`src/rtl/fetch_if_id_unit.sv`:
```
// rtl/fetch_if_id_unit.sv - fetch stage: PC register, IF/ID pipeline register and RUN/HALT control
module fetch_if_id_unit #(
    parameter int                WORD_W  = 32,
    parameter logic [WORD_W-1:0] PC_INIT = '0
) (
    input  logic              CLK,
    input  logic              nRST,
    input  logic              PCWrite,
    input  logic              Write_IF_ID,
    input  logic              stall_MEM,
    input  logic              branch_taken,
    input  logic [WORD_W-1:0] branch_target,
    input  logic              halt_ID,
    input  logic              ihit,
    input  logic [WORD_W-1:0] imemload,
    output logic              imemREN,
    output logic [WORD_W-1:0] imemaddr,
    output logic [WORD_W-1:0] instr_ID,
    output logic [WORD_W-1:0] pc_ID,
    output logic [WORD_W-1:0] pc4_ID,
    output logic              valid_ID,
    output logic [4:0]        rsel1_ID,
    output logic [4:0]        rsel2_ID,
    output logic              halted
);

    typedef enum logic {RUN, HALT} state_t;

    state_t            r_state;
    logic [WORD_W-1:0] r_pc;
    logic [WORD_W-1:0] r_instr;
    logic [WORD_W-1:0] r_pc_id;
    logic [WORD_W-1:0] r_pc4_id;
    logic              r_valid;

    logic [WORD_W-1:0] w_pc4;
    logic [WORD_W-1:0] w_redirect;

    assign w_pc4      = r_pc + WORD_W'(4);
    assign w_redirect = branch_target & ~(WORD_W'(3));

    // Priority: memory freeze, redirect, halt, IF/ID hold, miss, fetch.
    always_ff @(posedge CLK or negedge nRST) begin
        if (!nRST) begin
            r_state  <= RUN;
            r_pc     <= PC_INIT;
            r_instr  <= '0;
            r_pc_id  <= '0;
            r_pc4_id <= '0;
            r_valid  <= 1'b0;
        end else if (r_state == RUN && !stall_MEM) begin
            if (branch_taken) begin
                r_pc     <= w_redirect;
                r_instr  <= '0;
                r_pc_id  <= '0;
                r_pc4_id <= '0;
                r_valid  <= 1'b0;
            end else if (halt_ID && r_valid) begin
                r_state  <= HALT;
                r_instr  <= '0;
                r_pc_id  <= '0;
                r_pc4_id <= '0;
                r_valid  <= 1'b0;
            end else if (!Write_IF_ID) begin
                r_valid  <= r_valid;
            end else if (!ihit || !PCWrite) begin
                r_instr  <= '0;
                r_pc_id  <= '0;
                r_pc4_id <= '0;
                r_valid  <= 1'b0;
            end else begin
                r_pc     <= w_pc4;
                r_instr  <= imemload;
                r_pc_id  <= r_pc;
                r_pc4_id <= w_pc4;
                r_valid  <= 1'b1;
            end
        end
    end

    assign imemaddr = r_pc;
    assign imemREN  = (r_state == RUN);
    assign halted   = (r_state == HALT);
    assign instr_ID = r_instr;
    assign pc_ID    = r_pc_id;
    assign pc4_ID   = r_pc4_id;
    assign valid_ID = r_valid;

    // Bubbles report r0 so an empty slot cannot look like a register dependency.
    assign rsel1_ID = r_valid ? r_instr[19:15] : 5'd0;
    assign rsel2_ID = r_valid ? r_instr[24:20] : 5'd0;

endmodule

```
`config.mk`:
```
export PLATFORM = sky130hd
export DESIGN_NAME = fetch_if_id_unit
export DESIGN_NICKNAME = d
export VERILOG_FILES = /design/src/rtl/fetch_if_id_unit.sv
export SDC_FILE = /design/constraint.sdc
export NUM_CORES = 1
export LEC_CHECK = 0
export CORE_UTILIZATION = 45
export CTS_BUF_LIST = sky130_fd_sc_hd__clkbuf_4
export DETAILED_ROUTE_END_ITERATION = 6
export PLACE_DENSITY_LB_ADDON = 0.08
export SLEW_MARGIN = 10
export SYNTH_ARGS = -nofsm -noshare
export SYNTH_HDL_FRONTEND = slang
export SYNTH_SLANG_ARGS = --single-unit
export TNS_END_PERCENT = 5
```
`constraint.sdc`:
```
create_clock -name CLK -period 2.6 [get_ports CLK]
set_input_delay 0.52 -clock CLK [delete_from_list [all_inputs] [get_ports CLK]]
set_output_delay 0.52 -clock CLK [all_outputs]
set_load 0.01 [all_outputs]
```
## Yosys cells after proc, flatten, opt, wreduce, memory -nomap -nowiden

Cells that the tools add are included.

- Bits in registers: 130
- Output and inout port bits: 141

- Mux-type cells: 22
- Eq/ne operators: 2
- Add/sub/neg operators: 1
- Reductions and logical operators: 11
- Bitwise gates (word level): 2

Operators by type and width:

| kind | count |
|---|---|
| $mux W32 | 16 |
| $add A32 B3 Y32 const B | 1 |
| $mux W5 | 2 |
| $mux W1 | 4 |
| $ne A2 B2 Y1 const B | 2 |
| $reduce_and A4 Y1 | 1 |
| $logic_not A1 Y1 | 3 |
| $reduce_and A3 Y1 | 1 |
| $reduce_bool A3 Y1 | 1 |
| $logic_and A1 B1 Y1 | 2 |
| $not A1 Y1 | 2 |
| $reduce_and A2 Y1 | 1 |
| $reduce_bool A2 Y1 | 1 |
| $logic_or A1 B1 Y1 | 1 |

## Longest topological paths before layout

- Word-level depth: 6
- Depth in mapped cells: 8
- Gate-level depth less buffers: 6

## Worst setup path after synthesis

No wires, ideal clock.

- Path kind: register -> register
- Start point: register r_pc[2], in the netlist imemaddr[2]
- End point: register r_pc4_id[26], in the netlist pc4_ID[26]
- Library setup time: 0.126 ns
- Arrival: 2.180 ns
- Period minus slack after synthesis: 2.306 ns
- Data required time: 2.474 ns
- Path slack: 0.294 ns
- Stages on the path, launching flop included: 8
- Path through: dfrtp_1 ha_1 nand3_1 or4_4 buf_6 nor4_4 nor2_1 a221o_1

- Word-level cells in the longest chain between the ends: 5

Ends and longest elaborated chain:

| element | RTL line | source |
|---|---|---|
| start, declared | 30 | `logic [WORD_W-1:0] r_pc;` |
| start signal, assigned | 53 | `r_pc <= w_redirect;` |
| start signal, assigned | 72 | `r_pc <= w_pc4;` |
| $add A32 B3 Y32 | 39 | `assign w_pc4 = r_pc + WORD_W'(4);` |
| $mux W32 | 66 | `end else if (!ihit \|\| !PCWrite) begin` |
| $mux W32 | 64 | `end else if (!Write_IF_ID) begin` |
| $mux W32 | 58 | `end else if (halt_ID && r_valid) begin` |
| $mux W32 | 52 | `if (branch_taken) begin` |
| end signal, assigned | 75 | `r_pc4_id <= w_pc4;` |
| end, declared | 33 | `logic [WORD_W-1:0] r_pc4_id;` |

Every way passes these cells. The select of a mux whose other input is x is not followed.
A chain may end at the register's enable or synchronous reset.

## Worst setup path after layout

- Start point: register r_pc[3], in the netlist imemaddr[3]
- End point: register r_pc4_id[26], in the netlist pc4_ID[26]

The elaborated chain is that of the path after synthesis.

==> reports/results.tsv <==
metric	value	unit
die_h	116	um
slowest_stage	or4_4	
drcViolationCount	0	
drt_wl_total	17100	um
synth_async_sr_flop_share	100	%
area_growth	44.3	%
synth_flop_cell	dfrtp_1	
whs	461	ps
yosys_warnings	0	
min_to	halted	
holdCritPathClass	in2reg	
tns	0	ps
synth_compound_area_share	20.0	%
worst-path-max-fanout	9	
root_buffer	clkbuf_4	
ant_nets	0	
place_congestion	0.842	
whs_path_depth	2	
synthMuxAreaShare	0.849	%
initialDrtViolationCount	453	
yosys-top-cells-area	dfrtp_1 (53%), a22o_1 (8.5%), o21ai_0 (4.6%)	
initial_core_util	46.5	%
synth_cell_types	60	
vdd_drop_max	0.000306	V
status	finished, final reports clean	
cts_buffers	17	
synth-simple-area-share	16.1	%
critical-path-top-delay-family	simple AND/OR/NAND/NOR gates	
netlist.area_leader.share	53.1	%
grt_pass1_wl	27000	um
mostFrequentLayoutCells	clkdlybuf4s50_1 (206), dfrtp_1 (125), nand2_1 (65)	
fp.coreArea	12700	um^2
drt_pass1_iterations	5	
p_leak	3.62	nW
fin_ws	274	ps
synth_fa_ha_area_share	0.212	%
max_slew_margin	58.8	%
r2r_slack	270	ps
via_count	5353	
period_needed	2330	ps
synthXorXnorAreaFrac	4.01	%
place_ws	263	ps
clkLatencyLatePin	510	ps
endpoint_kind	register	
required	2980	ps
hp-start	branch_taken	
clk_pin_slew	110	ps
fill_cells	1011	
grt_max_degree	56	
antenna_found_initial	0	
viasPerCell	5.52	
critical_path_arrival	2710	ps
cts.path.max_buffers	2	
fp.dieArea	13600	um^2
synth_cells	576	
die_w	116	um
netlist_area	5890	um^2
cp-start-kind	register	
finalSetupViolCount	0	
place_hpwl	12200	um
ys_seq_area_share	53.1	%
cts_tree	yes	
synth_top_family_by_area	compound AO/OA/AOI/OAI gates	
grt_pass1_vias	5248	
worstReg2RegEnd	pc4_ID[26]	
finalNetCount	858	
htree_num_levels	4	
rows	41	
yosys.area.top_type	dfrtp_1	
path_buf_inv	0	
worstPathCellList	ha_1 > nand3_1 > or4_4 > nor4_4 > nor2_1 > a221o_1	
max_cap_viol_count	0	
r2r_cells	6	
rsz0062_at_grt	no	
grt-ovfl-total	0	
drv_slew	0	
cts_resized	0	
io_buffer_count	208	
num_antenna_cells	0	
worst_pin_slew	615	ps
fmax	430	MHz
clock_sinks	125	
routedWlPerCell	17.6	um
path_class	reg2reg	
syn_area_per_cell	10.2	um^2
final_common_cell	clkdlybuf4s50_1	
rr_startpoint	imemaddr[3]	
period_share	89.5	%
cellPowerDensity	440	nW/um^2
drive_gt1_share	10.8	%
synth_edf_count	0	
hold_violations	0	
track_usage	26.2	%
skew	21.1	ps
ios	213	
ys_seq_elements	125	
critPathMaxStageDelay	600	ps
-- final cells by class --
class	instances	area (um^2)	area share [%]
clock buffer	20	150	1.76
clock inverter	11	145	1.71
timing repair buffer	245	2400	28.2
inverter	6	22.5	0.265
sequential	125	3130	36.8
tap	172	215	2.53
multi-input combinational	390	2450	28.8
-- power by group --
group | leakage, nW | switching (mW) | internal [mW]
Clock | 0.156 | 0.725 | 0.692
Sequential | 1.67 | 0.0222 | 1.97
Combinational | 1.80 | 0.153 | 0.187
-- cell families (layout without fill, tap and decap cells) --
family,Yosys count,count (layout)
simple gates,185,185
compound gates,170,170
flops,125,125
buf+inv,62,282
xor+xnor,27,27
mux,5,5
fa+ha+maj,1,1
other cells,1,2
-- through the flow --
step / cell area (um^2) / total power, mW / cells / util [%]
after floorplan: 5900 / 2.13 / 577 / -
after global placement: 8200 / 2.36 / 937 / 64.7
after detailed placement: 8200 / 2.37 / 937 / 64.7
after CTS: 8510 / 3.78 / 969 / 67.1
after global routing: 8510 / 3.90 / 969 / 67.1
final: 8510 / 3.75 / 969 / 67.1
-- worst reg2reg max path: stages (launching register included) --
cell	delay, ps
dfrtp_1	450
ha_1	280
nand3_1	140
or4_4	600
nor4_4	410
nor2_1	80
a221o_1	260
-- Yosys cell counts, types with 2 or more instances --
library cell,count
buf_6,7
and4_2,2
a31oi_1,3
a32oi_1,3
inv_1,5
nor4_1,6
nor3_2,2
and2_1,11
a22o_1,57
nor3_1,7
nor2_1,31
o22ai_1,4
o211ai_1,2
and4_1,3
nand3_1,19
or3_1,3
a41oi_1,2
buf_4,7
nand4_1,11
nor2b_1,2
o31a_1,2
o21ai_1,3
xnor2_1,14
buf_2,3
xor2_1,13
o21ai_0,54
mux2i_1,5
nand2_1,66
dfrtp_1,125
and3_1,13
or2_2,3
a22oi_1,5
clkbuf_1,34
o311ai_0,3
clkbuf_2,2
a21oi_1,20
-- flip-flops by register name, indices dropped and copies added (netlist names) --
name      cells
halted        1
imemaddr     30
instr_ID     32
pc4_ID       30
pc_ID        31
valid_ID      1
-- worst max-delay path by stage --
stage / cells after the start / start / endpoint / slack (ps)
2_1_floorplan: 7 / imemaddr[2] / pc4_ID[26] / 290
3_3_place_gp: 5 / stall_MEM / pc_ID[12] / 310
3_5_place_dp: 6 / stall_MEM / pc4_ID[20] / 260
4_1_cts: 2 / valid_ID / rsel1_ID[4] / 230
5_1_grt: 6 / imemaddr[3] / pc4_ID[26] / 120
6_report: 6 / imemaddr[3] / pc4_ID[26] / 270
-- layer usage --
metal	wire length, um	global-route usage (%)
met5	0	0
met1	7420	34.8
met3	1530	8.20
met4	291	8.55
met2	7850	40.8
-- repair_timing --
item,in CTS,in global routing
buffers inserted,0,0
hold buffers,1,0
hold endpoints to repair,52,0
No activity file was read; power rests on OpenSTA's default activity.
